==> src/rtl/q1.sv <==
// -----------------------------------------------------------------------------
// q1 : four-input parity / primality classifier.
//
// Purpose:
//   Decodes the 4-bit code N = {a,b,c,d} (a = MSB) into two flags:
//     f = odd parity of the four bits (a^b^c^d)
//     g = 1 when N is prime (2,3,5,7,11,13)
//   The inputs can pass through an optional synchronizer chain, so the block
//   can be wired directly to asynchronous pins. The flags can be taken from
//   output flops or straight from the decoder.
//
// Parameters:
//   SYNC_STAGES : flop stages on a..d before decoding (0..3). Any other value
//                 stops elaboration.
//   REG_OUT     : 1 = f/g come from flops, 0 = f/g come from the decoder.
//   The latency from an input change to f/g is SYNC_STAGES + REG_OUT cycles.
//
// Ports:
//   clk       in   1  system clock, rising edge
//   rst_n     in   1  async assert, active-low reset
//   a,b,c,d   in   1  code bits 3..0
//   f         out  1  odd parity of the code
//   g         out  1  code is prime
//   prime_cnt out  8  saturating count of clock edges where g = 1
//                     (this port exists only when Q1_PRIME_COUNT_EN is defined)
//
// Optional feature macro: Q1_PRIME_COUNT_EN
// -----------------------------------------------------------------------------
module q1 #(
  parameter int SYNC_STAGES = 0,
  parameter bit REG_OUT     = 1'b1
) (
  input  logic       clk,
  input  logic       rst_n,
  input  logic       a,
  input  logic       b,
  input  logic       c,
  input  logic       d,
  output logic       f,
  output logic       g
`ifdef Q1_PRIME_COUNT_EN
  ,
  output logic [7:0] prime_cnt
`endif
);

  // Odd parity of a 4-bit code.
  function automatic logic parity4(input logic [3:0] code);
    return code[3] ^ code[2] ^ code[1] ^ code[0];
  endfunction

  // Primality lookup for a 4-bit code. 0 and 1 are not prime.
  function automatic logic prime4(input logic [3:0] code);
    logic res;
    case (code)
      4'd2, 4'd3, 4'd5, 4'd7, 4'd11, 4'd13: res = 1'b1;
      default:                              res = 1'b0;
    endcase
    return res;
  endfunction

  logic [3:0] code_s;  // code after the synchronizer, if there is one
  logic       f_d;
  logic       g_d;

  // An illegal depth has to stop the build. It must not be clamped.
  if (SYNC_STAGES < 0 || SYNC_STAGES > 3) begin : g_bad_sync
    $error("q1: SYNC_STAGES must be in 0..3");
  end

  if (SYNC_STAGES == 0) begin : g_nosync
    assign code_s = {a, b, c, d};
  end else begin : g_sync
    logic [3:0] sync_q [SYNC_STAGES];

    // Synchronizer chain. Stage 0 samples the pins, and the last stage feeds
    // the decoder.
    always_ff @(posedge clk or negedge rst_n) begin
      if (!rst_n) begin
        for (int i = 0; i < SYNC_STAGES; i++) begin
          sync_q[i] <= 4'd0;
        end
      end else begin
        sync_q[0] <= {a, b, c, d};
        for (int i = 1; i < SYNC_STAGES; i++) begin
          sync_q[i] <= sync_q[i-1];
        end
      end
    end

    assign code_s = sync_q[SYNC_STAGES-1];
  end

  // Decode the (synchronized) code into the parity and prime flags.
  always_comb begin
    f_d = parity4(code_s);
    g_d = prime4(code_s);
  end

  if (REG_OUT) begin : g_regout
    logic f_q;
    logic g_q;

    // Output flops. They are cleared during reset, so both flags read 0.
    always_ff @(posedge clk or negedge rst_n) begin
      if (!rst_n) begin
        f_q <= 1'b0;
        g_q <= 1'b0;
      end else begin
        f_q <= f_d;
        g_q <= g_d;
      end
    end

    assign f = f_q;
    assign g = g_q;
  end else begin : g_combout
    assign f = f_d;
    assign g = g_d;
  end

`ifdef Q1_PRIME_COUNT_EN
  logic [7:0] cnt_q;
  logic [7:0] cnt_d;

  // Count the edges that see g high. The count holds at 255 rather than
  // wrapping.
  always_comb begin
    cnt_d = cnt_q;
    if (g && (cnt_q != 8'd255)) begin
      cnt_d = cnt_q + 8'd1;
    end else begin
      cnt_d = cnt_q;
    end
  end

  // Counter register.
  always_ff @(posedge clk or negedge rst_n) begin
    if (!rst_n) begin
      cnt_q <= 8'd0;
    end else begin
      cnt_q <= cnt_d;
    end
  end

  assign prime_cnt = cnt_q;
`endif

endmodule

==> config.mk <==
export PLATFORM = sky130hd
export DESIGN_NAME = q1
export DESIGN_NICKNAME = d
export VERILOG_FILES = /design/src/rtl/q1.sv
export SDC_FILE = /design/constraint.sdc
export NUM_CORES = 1
export LEC_CHECK = 0
export CORE_AREA = 2 2 39 41
export DETAILED_ROUTE_END_ITERATION = 16
export DIE_AREA = 0 0 41 43
export MAX_ROUTING_LAYER = met4
export PLACE_DENSITY_LB_ADDON = 0.15
export SYNTH_ARGS = -nofsm -noshare
export SYNTH_HDL_FRONTEND = slang
export SYNTH_SLANG_ARGS = --single-unit
==> constraint.sdc <==
create_clock -name clk -period 0.8 [get_ports clk]
set_input_delay 0.08 -clock clk [delete_from_list [all_inputs] [get_ports clk]]
set_output_delay 0.08 -clock clk [all_outputs]
set_load 0.02 [all_outputs]
Word-level counts from Yosys, hierarchy flattened
Cells that the tools add are included.
{"block": "classes", "n_eq_ne": 6, "mux": 1, "bitwise": 3, "n_reduce_logical": 1}
{"op": "$eq 4x2->1 const B", "count": 2}
{"op": "$eq 4x3->1 const B", "count": 2}
{"op": "$eq 4x4->1 const B", "count": 2}
{"op": "$reduce_or 6->1", "count": 1}
{"op": "$xor 1x1->1", "count": 3}
{"op": "$mux 1", "count": 1}
{"block": "totals", "register_bits": 2, "in_bits": 6, "out_inout_bits": 2, "elab_cells": 13}

Logic depth before layout (Yosys ltp)
{"block": "depth", "depth_word": 3, "ltp_mapped": 4, "ltp_nobuf": 4}

Worst setup path before layout
Ideal clock, no wire load.
{"block": "synth_timing", "path_type": "input port to flip-flop", "from": "input a", "to": "register g_regout.f_q (netlist: f)", "setup_time_ps": 123, "t_arrival_ps": 651, "required_time_ps": 677, "path_slack_ps": 26, "path_stages": 4, "n_path_buf": 0, "path_cell_list": "inv_1 ha_1 xnor2_1 xnor2_1"}
{"block": "synth_via", "elab_chain_cells": 3}
{"item": "from (decl)", "line": "35", "rtl": "input logic a,"}
{"item": "$xor 1x1->1 (3 in a row)", "line": "49", "rtl": "return code[3] ^ code[2] ^ code[1] ^ code[0];"}
{"item": "net f_d", "line": "63", "rtl": "logic f_d;"}
{"item": "to (signal assigned)", "line": "107", "rtl": "f_q <= 1'b0;"}
{"item": "to (signal assigned)", "line": "110", "rtl": "f_q <= f_d;"}
{"item": "to (decl)", "line": "101", "rtl": "logic f_q;"}
The timed path passes the listed nets, and every way through them passes these cells.

Worst setup path after layout
{"block": "layout_timing", "from": "register g_regout.g_q (netlist: g)", "to": "output g"}
{"item": "from (decl)", "line": "102", "rtl": "logic g_q;"}
{"item": "from (signal assigned)", "line": "111", "rtl": "g_q <= g_d;"}
{"item": "to (decl)", "line": "40", "rtl": "output logic g"}
No word-level cell between the ends.

==> impl_results.md <==
- Status: finished, final reports clean
- Clock tree sinks: 2
- Bufs on Longest Clock Path: 2
- Int Power: 0.0003761 W
- Worst-path cell chain: buf_6
- Die width: 41 microns
- Seq cells post-synth: 2
- Clock Pin Slew Worst Setup and Hold Paths: 0.03 ns
- Routability congestion estimate: 0.5479
- Initial antenna violation count: 0
- Max incr delay on CP: 0.36 ns
- Post-synth top area cell: dfrtp_1
- Hpwl dp: 284.1 microns
- TritonCTS buffer count: 3
- Fill cells: 159
- Drt initial violations: 4
- Share of layout cells above drive strength 1: 50.00%
- Period minus WS final: 0.7880 ns
- First-pass GRT wire length: 634 microns
- Gr usage total: 6.051%
- DRT Pass-1 Iters: 4
- Startpoint types: flop
- Vias in the first global route: 172
- Initial cell density of the core: 10.76%
- Hold crit path type: input port to async pin
- Critical path class: flop to output pin
- Core ar.: 1384 sq um
- Seq/Total Area, Yosys: 33.61%
- Setup crit end kind: output pin
- Vias per inst: 3.239
- Worst-path maximum fanout: 1
- CTS root buf: clkbuf_4
- Synth top area share: 33.61%
- Part of the power in the clock network: 43.6%
- Mapped cell area: 148.9 sq um
- # IOs: 8
- Arrival @ worst endpoint: 0.71 ns
- CP required: 0.72 ns
- I/O Buffers: 7
- # DRC: 0
- Design area: 327.8 sq um
- Post CTS Setup Buffer Count: 0
- Total power draw: 0.0005008 W
- Pin count of the biggest net entering global routing: 4
- Max VDD drop: 302.7 uV
- Worst-Margin Slew: 0.2176 ns
- Full die area: 1763 sq um
- Synthesized net count: 25
- Synth cell types: 6
- Flop pwr share: 24.5%
- Dpl cell area: 276.5 sq um
- Inserted Diodes: 0
- Kind of cell adding the most delay to the critical path: flip-flops
- WL per Instance: 7.978 microns
- P_sw: 0.0001247 W
- Buf/Inv on CP: 1
- Pwr/cell area: 1528 nW/um^2
- Final hold vios: 0
- Leakage: 0.1687 nW
- Slew margin rel.: 85.47%
- Post-Syn Instances: 15
- RSZ-0062 raised after global routing: true
- Max Cap Violations: 0
- Final #Nets: 42
- Area Overhead vs Synth: 120.2%
- Via Count: 149
- Syn Area/Cell: 9.926 sq um
- Hold buffers post-CTS: 0
- H-Tree Depth: 1
- DIE HEIGHT: 43 microns
- Clock tree from TritonCTS: done
- Crit-path slowest cell: dfrtp_1
- Fmax: 1269 MHz
- Max-slew violation count: 0
- Net Sw Frac: 24.91%
- Count of final setup violators: 0
- Synthesis warning total: 0
- Post-DRT Antenna Nets: 0
- Rows: 14
- Logic pwr share: 31.9%
- GRT overflow: 0
- Fin crit share: 98.50%
- Final WL: 367 microns
- Final hold slack: 0.02564 ns
- Synth top area cells: dfrtp_1 (34%), ha_1 (34%), xnor2_1 (12%), inv_1 (10%), a21oi_1 (6.7%)
synthesized netlist by cell type:
master   instances
inv_1            4
dfrtp_1          2
a21oi_1          2
xnor2_1          2
ha_1             4
o22ai_1          1
stage by stage:
stage | setup slack (ns) | utilization [%] | TNS, ns | cells
finish | 0.01199 | 23.69 | 0 | 46
global route | -0.02875 | 23.69 | -0.06938 | 46
CTS | -0.006314 | 22.60 | -0.006314 | 46
detailed placement | -0.5547 | 19.98 | -1.400 | 43
global placement | -0.5452 | 19.98 | -1.411 | 43
floorplan | 0.02649 | - | 0 | 15
cell type report:
class / count / area [sq um] / area share (%)
flip-flops and latches: 2 / 50.05 / 15.27
well taps: 16 / 20.02 / 6.107
clock buffers: 3 / 22.52 / 6.870
repair buffers: 12 / 112.6 / 34.35
inverters: 4 / 15.01 / 4.580
multi-input cells: 9 / 107.6 / 32.82
worst max path at each step:
stage	startpoint	endpoint	slack (ns)	cells past startpoint
after floorplan	a	f$_DFF_PN0_	0.03	4
after global placement	b	f$_DFF_PN0_	-0.55	5
after global routing	f$_DFF_PN0_	f	-0.03	1
after CTS	f$_DFF_PN0_	f	-0.006	1
final	g$_DFF_PN0_	g	0.01	1
after detailed placement	a	f$_DFF_PN0_	-0.55	5
state kept, by name (all words and copies together) (netlist names):
name and flops:
f 1, g 1
timing repair:
action / CTS / global route
pin swaps: 1 / 0
endpoints found under the setup margin: 4 / 4
gates resized for setup: 16 / 6
cloned: 0 / 0
power groups by stage:
| stage | Combinational, W | Clock [W] | Sequential (W) |
|---|---|---|---|
| 2_1_floorplan | 0.0000357 | 0 | 0.000141 |
| 3_3_place_gp | 0.000143 | 0 | 0.000121 |
| 3_5_place_dp | 0.000142 | 0 | 0.000121 |
| 4_1_cts | 0.000146 | 0.000231 | 0.000120 |
| 5_1_grt | 0.000177 | 0.000252 | 0.000125 |
| 6_report | 0.000160 | 0.000218 | 0.000123 |
layout by cell type (no fill, tap or decap):
cell type        instances
a21oi_1                  1
a21oi_2                  1
buf_4                    5
buf_6                    2
clkbuf_4                 3
clkdlybuf4s15_1          2
clkdlybuf4s50_1          2
dfrtp_1                  2
dlymetal6s2s_1           1
ha_1                     3
ha_4                     1
inv_1                    2
inv_2                    2
o22ai_1                  1
xnor2_1                  1
xnor2_2                  1
layer usage:
metal | global-route usage (%) | wire length, microns | vias to the layer above
met3 | 4.712 | 56 | 0
met4 | 6.000 | 0 | 0
met2 | 7.500 | 172 | 8
met5 | - | 0 | -
met1 | 5.414 | 137 | 63
li1 | - | - | 78
cells by family (layout without fill, tap and decap cells):
kind of cell	Yosys count	in the layout	synth area share (%)
fa+ha+maj	4	4	33.61
buf+inv	4	19	10.08
compound gates	3	3	10.93
xor+xnor	2	2	11.77
flops	2	2	33.61
Note: power is estimated with default switching activity, not from simulation.
